[src/rtl/irq_controller_pkg.sv]
// Shared system-register indices, PCS bit positions and controller state encodings.
package irq_controller_pkg;

  localparam logic [1:0] SR_PCS   = 2'd0;
  localparam logic [1:0] SR_IRA   = 2'd1;
  localparam logic [1:0] SR_IDN   = 2'd2;
  localparam logic [1:0] SR_IMASK = 2'd3;

  localparam int PCS_IE  = 0;
  localparam int PCS_OIE = 1;

  typedef enum logic [1:0] {
    ST_IDLE    = 2'd0,
    ST_DRAIN   = 2'd1,
    ST_HANDLER = 2'd2
  } irq_state_t;

  // Index width that stays legal for a single-entry range.
  function automatic int idx_bits(input int n);
    return (n > 1) ? $clog2(n) : 1;
  endfunction

endpackage

[src/rtl/irq_prio_enc.sv]
// Lowest-index-first priority encoder; purely combinational, vld says any request is set.
module irq_prio_enc
  import irq_controller_pkg::*;
#(
  parameter int NSRC = 4,
  parameter int IW   = idx_bits(NSRC)
) (
  input  logic [NSRC-1:0] req,
  output logic [IW-1:0]   idx,
  output logic            vld
);

  always_comb begin
    idx = '0;
    vld = |req;
    for (int i = NSRC - 1; i >= 0; i--) begin
      if (req[i]) idx = IW'(i);
    end
  end

endmodule

[src/rtl/irq_controller.sv]
// Edge-latching interrupt controller with PCS/IRA/IDN/IMASK system registers.
// take is combinational; after a take no new take occurs for FLUSH_CYC cycles.
module irq_controller
  import irq_controller_pkg::*;
#(
  parameter int               DBITS      = 16,
  parameter int               NSRC       = 4,
  parameter logic [DBITS-1:0] HANDLER_PC = 16'h0020,
  parameter int               FLUSH_CYC  = 3
) (
  input  logic             clk,
  input  logic             reset,
  input  logic [NSRC-1:0]  irq_src,
  input  logic             safe,
  input  logic [DBITS-1:0] cur_pc,
  output logic             take,
  output logic [DBITS-1:0] handler_pc,
  input  logic             reti,
  output logic [DBITS-1:0] ret_pc,
  input  logic [1:0]       sr_rd_idx,
  output logic [DBITS-1:0] sr_rd_data,
  input  logic             sr_we,
  input  logic [1:0]       sr_wr_idx,
  input  logic [DBITS-1:0] sr_wr_data,
  output logic [NSRC-1:0]  irq_pending
);

  localparam int IW = idx_bits(NSRC);
  localparam int CW = idx_bits(FLUSH_CYC);

  irq_state_t       state_q, state_d;
  logic [CW-1:0]    cnt_q, cnt_d;
  logic             ie_q, ie_d, oie_q, oie_d;
  logic [DBITS-1:0] ira_q, ira_d;
  logic [IW-1:0]    idn_q, idn_d;
  logic [NSRC-1:0]  imask_q, imask_d;
  logic [NSRC-1:0]  pending_q, pending_d;
  logic [NSRC-1:0]  prev_src_q, prev_src_d;

  logic [NSRC-1:0]  rise, masked, clr;
  logic [IW-1:0]    enc_idx;
  logic             enc_vld;
  logic             unused_wr_bits;

  assign unused_wr_bits = ^sr_wr_data;

  irq_prio_enc #(.NSRC(NSRC), .IW(IW)) u_enc (
    .req (masked),
    .idx (enc_idx),
    .vld (enc_vld)
  );

  always_comb begin
    rise   = irq_src & ~prev_src_q;
    masked = pending_q & imask_q;
    take   = (state_q == ST_IDLE || state_q == ST_HANDLER) && ie_q && enc_vld && safe && !reti;
    clr    = take ? (NSRC'(1) << enc_idx) : '0;

    prev_src_d = irq_src;
    // A fresh edge on the source being acknowledged keeps it pending.
    pending_d  = (pending_q & ~clr) | rise;
    state_d    = state_q;
    cnt_d      = cnt_q;
    ie_d       = ie_q;
    oie_d      = oie_q;
    ira_d      = ira_q;
    idn_d      = idn_q;
    imask_d    = imask_q;

    if (reti) ie_d = oie_q;

    if (sr_we) begin
      case (sr_wr_idx)
        SR_PCS: begin
          ie_d  = sr_wr_data[PCS_IE];
          oie_d = sr_wr_data[PCS_OIE];
        end
        SR_IRA:   ira_d   = sr_wr_data;
        SR_IDN:   idn_d   = sr_wr_data[IW-1:0];
        SR_IMASK: imask_d = sr_wr_data[NSRC-1:0];
        default:  ;
      endcase
    end

    // Ordered last so the take snapshot beats any same-cycle register write.
    if (take) begin
      ira_d   = cur_pc;
      idn_d   = enc_idx;
      oie_d   = ie_q;
      ie_d    = 1'b0;
      state_d = ST_DRAIN;
      cnt_d   = CW'(FLUSH_CYC - 1);
    end else begin
      case (state_q)
        ST_DRAIN: begin
          if (cnt_q == '0) state_d = ST_HANDLER;
          else             cnt_d   = cnt_q - 1'b1;
        end
        ST_HANDLER: if (reti) state_d = ST_IDLE;
        default: ;
      endcase
    end
  end

  always_comb begin
    sr_rd_data = '0;
    case (sr_rd_idx)
      SR_PCS: begin
        sr_rd_data[PCS_IE]  = ie_q;
        sr_rd_data[PCS_OIE] = oie_q;
      end
      SR_IRA:   sr_rd_data = ira_q;
      SR_IDN:   sr_rd_data = DBITS'(idn_q);
      SR_IMASK: sr_rd_data = DBITS'(imask_q);
      default:  ;
    endcase
  end

  assign handler_pc  = HANDLER_PC;
  assign ret_pc      = ira_q;
  assign irq_pending = pending_q;

  always_ff @(posedge clk or posedge reset) begin
    if (reset) begin
      state_q    <= ST_IDLE;
      cnt_q      <= '0;
      ie_q       <= 1'b0;
      oie_q      <= 1'b0;
      ira_q      <= '0;
      idn_q      <= '0;
      imask_q    <= '0;
      pending_q  <= '0;
      prev_src_q <= '1;
    end else begin
      state_q    <= state_d;
      cnt_q      <= cnt_d;
      ie_q       <= ie_d;
      oie_q      <= oie_d;
      ira_q      <= ira_d;
      idn_q      <= idn_d;
      imask_q    <= imask_d;
      pending_q  <= pending_d;
      prev_src_q <= prev_src_d;
    end
  end

endmodule

[config.mk]
export PLATFORM = sky130hd
export DESIGN_NAME = irq_controller
export DESIGN_NICKNAME = d
export VERILOG_FILES = /design/src/rtl/irq_controller_pkg.sv /design/src/rtl/irq_prio_enc.sv /design/src/rtl/irq_controller.sv
export SDC_FILE = /design/constraint.sdc
export NUM_CORES = 1
export LEC_CHECK = 0
export CAP_MARGIN = 10
export CORE_UTILIZATION = 30
export DETAILED_ROUTE_END_ITERATION = 8
export PLACE_DENSITY = 0.73
export RECOVER_POWER = 50
export SYNTH_ARGS = -nofsm -noshare
export SYNTH_HDL_FRONTEND = slang
export SYNTH_HIERARCHICAL = 1
export SYNTH_SLANG_ARGS = --single-unit
[constraint.sdc]
create_clock -name clk -period 3.6 [get_ports clk]
set_input_delay 0.9 -clock clk [delete_from_list [all_inputs] [get_ports clk]]
set_output_delay 0.9 -clock clk [all_outputs]
set_load 0.02 [all_outputs]
## Word-level counts from Yosys, hierarchy flattened

Cells that the tools add are included.
W data, S select, Z words.

- Register bits: 36
- Output and inout bits: 53
- Input port bits: 45

- Eq/ne operators: 11
- Multiplexer cells: 27
- Shifts and indexed selects: 1
- Reduce and logical (&&, ||, !) cells: 23
- Add/subtract/negate cells: 1
- Bitwise operators: 6

Operators with widths:

| operator | number |
|---|---|
| $mux W16 | 3 |
| $pmux W14 S2 | 1 |
| $mux W2 | 13 |
| $and A4 B4 Y4 | 3 |
| $eq A2 B2 Y1 const B | 5 |
| $reduce_and A2 Y1 | 5 |
| $reduce_bool A2 Y1 | 5 |
| $logic_not A2 Y1 | 4 |
| $not A4 Y4 | 2 |
| $pmux W2 S4 | 1 |
| $mux W1 | 7 |
| $eq A2 B1 Y1 const B | 3 |
| $ne A3 B3 Y1 const B | 2 |
| $logic_and A1 B1 Y1 | 4 |
| $mux W4 | 1 |
| $or A4 B4 Y4 | 1 |
| $pmux W2 S2 | 1 |
| $reduce_or A4 Y1 | 1 |
| $shl A1 B2 Y4 const A | 1 |
| $reduce_and A3 Y1 | 1 |
| $reduce_bool A3 Y1 | 1 |
| $ne A2 B2 Y1 const B | 1 |
| $sub A2 B1 Y2 const B | 1 |
| $logic_not A1 Y1 | 1 |
| $logic_or A1 B1 Y1 | 1 |

## Longest topological paths before layout

Gate-level depths: netlist of run 1.

- Word-level depth: 10
- Mapped depth: 7
- Mapped depth without buffers: 7

## By module

Netlist of run 1, hierarchy kept.

By module, submodules not included:

| module | cells each | area an instance (sq um) | instances |
|---|---|---|---|
| irq_controller | 188 | 1975.6 | 1 |
| irq_prio_enc | 7 | 35.0 | 1 |

## Worst setup path before layout of run 1

OpenSTA, ideal clock, no wires.

- Path kind: input-to-output
- Start point: in sr_rd_idx[1]
- End point: out sr_rd_data[10]
- Data required time: 2.700 ns
- Cell stages on the path: 4
- Path buffers: 2
- Setup slack: 1.047 ns
- Arrival time: 1.653 ns
- Path through: buf_2 nor2b_1 clkbuf_1 and2_1

- Word-level cells in the longest chain between the ends: 2

RTL lines:

| what | line | source |
|---|---|---|
| from (decl) | irq_controller.sv:20 | `input logic [1:0] sr_rd_idx,` |
| $eq A2 B2 Y1 / $eq A2 B1 Y1 (equally long branches) | irq_controller.sv:107 | `case (sr_rd_idx)` |
| $pmux W14 S2 * | irq_controller.sv:107 |  |
| to (decl) | irq_controller.sv:21 | `output logic [DBITS-1:0] sr_rd_data,` |

Every way passes the cells marked *; elsewhere a longest branch is shown, timed or not.

## Worst setup path in the final report of run 1

- Start point: in sr_rd_idx[1]
- End point: out sr_rd_data[0]

- Word-level cells in the longest chain between the ends: 2

RTL lines:

| what | line |
|---|---|
| $eq A2 B2 Y1, or another cell as far along | irq_controller.sv:107 |
| $pmux W2 S4 * | irq_controller.sv:107 |

Marks and branches as above.

==> qor.txt, run 1 <==
status: finished with violations
violations in the final reports: DRC, capacitance limit, slew limit
Final period util: 96.4%
synth unique cells: 31
CTS root buf: clkbuf_8
CTS sink count: 36
GP Congestion: 0.778
Max IR drop VDD: 203 uV
worst setup path class: in2out
launching point of the worst reg2reg path: imask_q[2]$_DFFE_PP0P_
setup-violating endpoint count in the final report: 0
Max Fanout on Critical Path: 4
final critical-path setup slack: 131 ps
Worst setup SP type: primary input
terminus of the critical flop-to-flop path: cnt_q[1]$_DFFE_PP0P_
unrepaired setup endpoints after global routing: no
share of synthesized flip-flops with an asynchronous set or reset: 100%
antenna-violating nets left: 0
Leakage Power: 0.00130 uW
Total Power Consumption: 1280 uW
sequential-to-total area share from yosys stat: 45.1%
clock latency on the worst-skew pair: 290 ps
count of buffers from port buffering: 81
buffers inserted during post-CTS setup optimization: 0
worst-margin pin slew: 1980 ps
average routed wire per standard cell: 14.6 um
Area after DPL: 2820 sq um
CTS H-tree lvls: 2
endpoint of the worst setup timing path: sr_rd_data[0]
max capacitance violation total: 1
cell count after placement: 348
Max clock buf depth: 2
Post-synth EDFFs: 0
worst setup slack after placement: 127 ps
upper clock frequency limit: 288 MHz
final routed wirelength across all metal layers: 5190 um
clock-pin slew on the worst setup and hold paths: 70 ps
class of the tightest hold or removal check: reg2reg
warnings from Yosys: 6
n_diodes: 0
# resized after CTS: 0
num ports: 98
die width: 83.9 um
register bit count reported by yosys: 36
PD cells: 437 nW/um^2
worst rel slew slack: -32.3%
fillers: 621
storage element area: 906 sq um
total die area: 7030 sq um
first-pass iteration count of the detailed router: 6
area delta synth->final: 45.7%
Mean Syn Cell Area: 10.3 sq um
top_reg_cell synth: dfrtp_1
final standard cell area without fillers: 2930 sq um
via count of the first global-routing pass: 1651
max-slew violations: 37
Cell Count, Final, Fillers Out: 356
cts bufs inserted: 5
Fin. Hold Viols: 0
total negative slack: 0 ps
post-synth design cell area: 2010 sq um
share of cells above drive strength 1: 9.68%
area of the placeable core: 6420 sq um
largest net degree at the start of global routing: 37
antenna violations before repair: 0
R2R Setup Slk: 1380 ps
starting utilization of the core area: 31.3%
drt initial violations: 82
final critical delay including setup and external delays: 3470 ps
number of vias per cell after detailed routing: 4.59
routed vias: 1635
global-route wire length before repair: 8310 um
TritonCTS clock tree: done
std cell rows: 29
Die Y: 83.9 um
reg2reg path depth: 7
data arrival time of the worst path: 2570 ps
skew final: 9.49 ps
GRT Overall Usage: 15.2%
Critical Path Start: sr_rd_idx[1]
footprint of the multi-input gates: 893 sq um
element type at the critical path end: primary output
DRC errors left: 16
HPWL reported at the end of detailed placement: 3770 um
count of mapped cells out of synthesis: 195
Nets: 324
total gr overflow: 0
Hold-fix buffers, CTS: 0
Worst Path Required: 2700 ps
==> placed cells by master, fill, tap and decap left out, types with 2 or more instances in the layout <==
master,Yosys,final
a21oi_1,19,19
and2_1,16,16
buf_4,17,5
clkbuf_1,4,3
clkbuf_8,0,7
clkdlybuf4s50_1,0,74
conb_1,2,16
dfrtp_1,32,32
dfstp_2,4,4
dlygate4sd3_1,0,7
inv_1,13,13
mux2_2,5,5
mux2i_1,22,22
mux4_2,2,2
nand2_1,5,5
nand3b_1,2,2
nor2_1,4,4
nor2b_1,3,3
nor3_1,19,19
o21ai_0,6,6
o41ai_1,4,4
==> state kept, by name, summed over array words and instances (netlist names) <==
signal and cells:
cnt_q 2, idn_q 2, ie_q 1, imask_q 4, irq_pending 4, oie_q 1, prev_src_q 4, ret_pc 16
state_q 2
==> worst max-delay path: stages <==
cell and delay, ps:
clkdlybuf4s50_1 590, mux4_2 530, clkdlybuf4s50_1 550
==> synth_stat cells (2+ instances only) <==
cell / n / area share [%]
buf_6: 3 / 1.7
buf_4: 17 / 6.3
nor2_1: 4 / 0.75
buf_2: 2 / 0.50
mux2i_1: 22 / 11
clkbuf_1: 4 / 0.75
and2_1: 16 / 5.0
mux4_2: 2 / 2.2
nand2_1: 5 / 0.93
nor2b_1: 3 / 0.93
nor3_1: 19 / 4.7
a21oi_1: 19 / 4.7
mux2_2: 5 / 2.8
o21ai_0: 6 / 1.5
conb_1: 2 / 0.37
dfstp_2: 4 / 5.2
dfrtp_1: 32 / 40
o41ai_1: 4 / 1.7
inv_1: 13 / 2.4
nand3b_1: 2 / 0.75
==> power by group <==
| group | leakage, uW | switching, uW | internal (uW) |
|---|---|---|---|
| Clock | 0.0000645 | 149 | 244 |
| Sequential | 0.000396 | 43.9 | 460 |
| Combinational | 0.000837 | 185 | 199 |
==> cells by family after synthesis <==
group / count (synthesis) / synth area share, %
AND/OR/NAND/NOR: 55 / 16.1
buffers and inverters: 40 / 12.7
flip-flops: 36 / 45.1
AO/OA/AOI/OAI: 31 / 8.77
multiplexers: 29 / 16.0
other: 2 / 0.374
adder cells (fa/ha/maj): 1 / 0.622
XOR/XNOR: 1 / 0.436
==> metal layers <==
metal / vias up / wire length (um) / global-route usage, %
li1: 804 / - / -
met1: 762 / 2450 / 21.4
met2: 59 / 2330 / 22.9
met3: 10 / 325 / 3.46
met4: 0 / 85 / 5.80
met5: - / 0 / 0
==> final cells by class <==
class | instances | area share [%]
multi-input combinational | 133 | 30.5
tap | 77 | 3.29
clock buffer | 7 | 3.29
sequential | 36 | 30.9
inverter | 13 | 1.67
clock inverter | 1 | 1.02
timing repair buffer | 89 | 29.3
==> per-stage QoR <==
step | util (%) | hold WS [ps]
after detailed placement | 44.0 | 500
after CTS | 45.9 | 516
final | 45.6 | 511
after global placement | 44.0 | 493
after global routing | 45.6 | 530
after floorplan | - | 475
==> worst min-delay path by stage <==
stage                                  from                       end  slack, ps  cells after the start
floorplan                 oie_q$_DFFE_PP0P_         oie_q$_DFFE_PP0P_        480                      2
global placement    prev_src_q[2]$_DFF_PP1_  irq_pending[2]$_DFF_PP0_        490                      1
detailed placement  prev_src_q[1]$_DFF_PP1_  irq_pending[1]$_DFF_PP0_        500                      1
CTS                 prev_src_q[1]$_DFF_PP1_  irq_pending[1]$_DFF_PP0_        520                      1
global route        prev_src_q[3]$_DFF_PP1_  irq_pending[3]$_DFF_PP0_        530                      1
finish              prev_src_q[1]$_DFF_PP1_  irq_pending[1]$_DFF_PP0_        510                      1
(Power assumes the default switching activity.)
==> run 2, diff against run 1 <==
CTS_CLUSTER_SIZE = 20   (was not set)
SKIP_CTS_REPAIR_TIMING = 1   (was not set)
==> results of run 2 <==
No change in the layout: final DEF, timing and power equal those of run 1.
==> run 3, diff against run 2 <==
CORE_MARGIN = 2   (was not set)
==> qor.txt, run 3 (synthesis gave the netlist of run 1 again) <==
share of cells above drive strength 1: 10.4% (+0.68 points)
worst rel slew slack: -32.7% (-0.40 points)
routed vias: 1656 (+1.3%)
element type at the critical path end: primary output
antenna-violating nets left: 0 (unchanged)
drt initial violations: 80 (-2.4%)
Max Fanout on Critical Path: 4 (unchanged)
max-slew violations: 37 (unchanged)
Cell Count, Final, Fillers Out: 357 (+0.28%)
clock-pin slew on the worst setup and hold paths: 70 ps (about the same)
final critical delay including setup and external delays: 3460 ps (-11.1 ps)
final critical-path setup slack: 142 ps (+11.1 ps)
area delta synth->final: 46.3%
Final Hold Slack: 516 ps (+4.92 ps)
via count of the first global-routing pass: 1697 (+2.8%)
total die area: 7370 sq um (+4.8%)
average routed wire per standard cell: 15.0 um (+2.6%)
CTS H-tree lvls: 2 (unchanged)
worst-margin pin slew: 1990 ps (+6.06 ps)
std cell rows: 29 (unchanged)
class of the tightest hold or removal check: reg2reg
clock latency on the worst-skew pair: 290 ps (about the same)
TritonCTS clock tree: done
series of cell instances along the critical path: clkdlybuf4s50_1 -> mux4_2 -> clkdlybuf4s50_1
num ports: 98 (unchanged)
count of buffers from port buffering: 81 (unchanged)
final routed wirelength across all metal layers: 5340 um (+2.9%)
data arrival time of the worst path: 2560 ps (about the same)
family of cells with the greatest summed delay on the critical path: buffers and inverters
Worst Path Required: 2700 ps (about the same)
cts bufs inserted: 5 (unchanged)
area of the placeable core: 6420 sq um (unchanged)
PD cells: 435 nW/um^2 (-0.52%)
cell count after placement: 349 (+0.29%)
worst setup path class: in2out
worst setup slack after placement: 136 ps (+9.09 ps)
R2R Setup Slk: 1460 ps (+80 ps)
total gr overflow: 0 (unchanged)
crit path buf inv count: 2 (unchanged)
Fin. Hold Viols: 0 (unchanged)
unrepaired setup endpoints after global routing: no
n_diodes: 0 (unchanged)
DRC errors left: 8 (-8)
antenna violations before repair: 0 (unchanged)
GRT Overall Usage: 15.5% (+0.23 points)
setup-violating endpoint count in the final report: 0 (unchanged)
die width: 85.9 um (+2.4%)
Final period util: 96.1% (-0.31 points)
final standard cell area without fillers: 2940 sq um (+0.38%)
status: finished with violations
starting utilization of the core area: 31.3% (unchanged)
Nets: 325 (+0.31%)
number of vias per cell after detailed routing: 4.64 (+1.0%)
total negative slack: 0 ps (unchanged)
global-route wire length before repair: 8830 um (+6.3%)
violations in the final reports: DRC, capacitance limit, slew limit
max capacitance violation total: 1 (unchanged)
most frequent standard cell in the layout excluding fill and tap cells: clkdlybuf4s50_1
largest stage delay on the critical path: 570 ps (-20 ps)
Max clock buf depth: 2 (unchanged)
CTS sink count: 36 (unchanged)
most frequent cells in the layout: 74 x clkdlybuf4s50_1, 32 x dfrtp_1, 22 x mux2i_1
HPWL reported at the end of detailed placement: 3980 um (+5.5%)
Largest register FFs: 16 (unchanged)
Max IR drop VDD: 231 uV (+13%)
largest net degree at the start of global routing: 37 (unchanged)
Area after DPL: 2830 sq um (+0.27%)
CP dominant cell by count: clkdlybuf4s50_1
Leakage Power: 0.00131 uW (+0.61%)
upper clock frequency limit: 289 MHz (+0.32%)
GP Congestion: 0.809 (+4.0%)
first-pass iteration count of the detailed router: 7 (+1)
cell with the biggest individual delay on the critical path: clkdlybuf4s50_1
skew final: 9.80 ps (+0.311 ps)
Worst setup SP type: primary input
Die Y: 85.9 um (+2.4%)
CTS root buf: clkbuf_8
-- run 3: cell count changes in the layout (fill, tap and decap cells not counted), sizes merged --
cell	change
buf	+2
clkbuf	-1
-- run 3: worst paths after layout --
path | cells past startpoint | start | endpoint
setup / recovery | 3 | sr_rd_idx[1] | sr_rd_data[0]
hold / removal | 1 | prev_src_q[1]$_DFF_PP1_ | irq_pending[1]$_DFF_PP0_
setup reg to reg | 7 | imask_q[2]$_DFFE_PP0P_ | cnt_q[1]$_DFFE_PP0P_
hold reg to reg | 1 | prev_src_q[1]$_DFF_PP1_ | irq_pending[1]$_DFF_PP0_
max in group asynchronous | 3 | reset | state_q[1]$_DFFE_PP0P_
min in group asynchronous | 3 | reset | ret_pc[14]$_DFFE_PP0P_
-- run 3: area by class of cell --
cell class,instances,area [sq um]
inverters,13,48.8
multi-input cells,133,893
repair buffers,90,871
flip-flops and latches,36,906
well taps,77,96.3
fillers,616,3480
clock buffers,7,96.3
clock inverters,1,30.0
-- run 3: per-layer routing --
layer / part of all wire [%] / up-vias / global-route usage, %
li1: - / 801 / -
met1: 43 / 794 / 21.1
met2: 50 / 57 / 24.4
met3: 6.0 / 4 / 3.37
met4: 0.36 / 0 / 5.19
met5: 0 / - / 0
-- run 3: where the power goes --
| group | switching [uW] | internal [uW] |
|---|---|---|
| Combinational | 185 | 201 |
| Clock | 144 | 244 |
| Sequential | 44.6 | 460 |
| Total | 374 | 905 |
-- run 3: through the flow --
stage	util [%]	total power, uW
after detailed placement	44.1	908
final	45.8	1280
after global placement	44.1	898
after global routing	45.8	1350
after CTS	46.1	1310
after floorplan	-	721
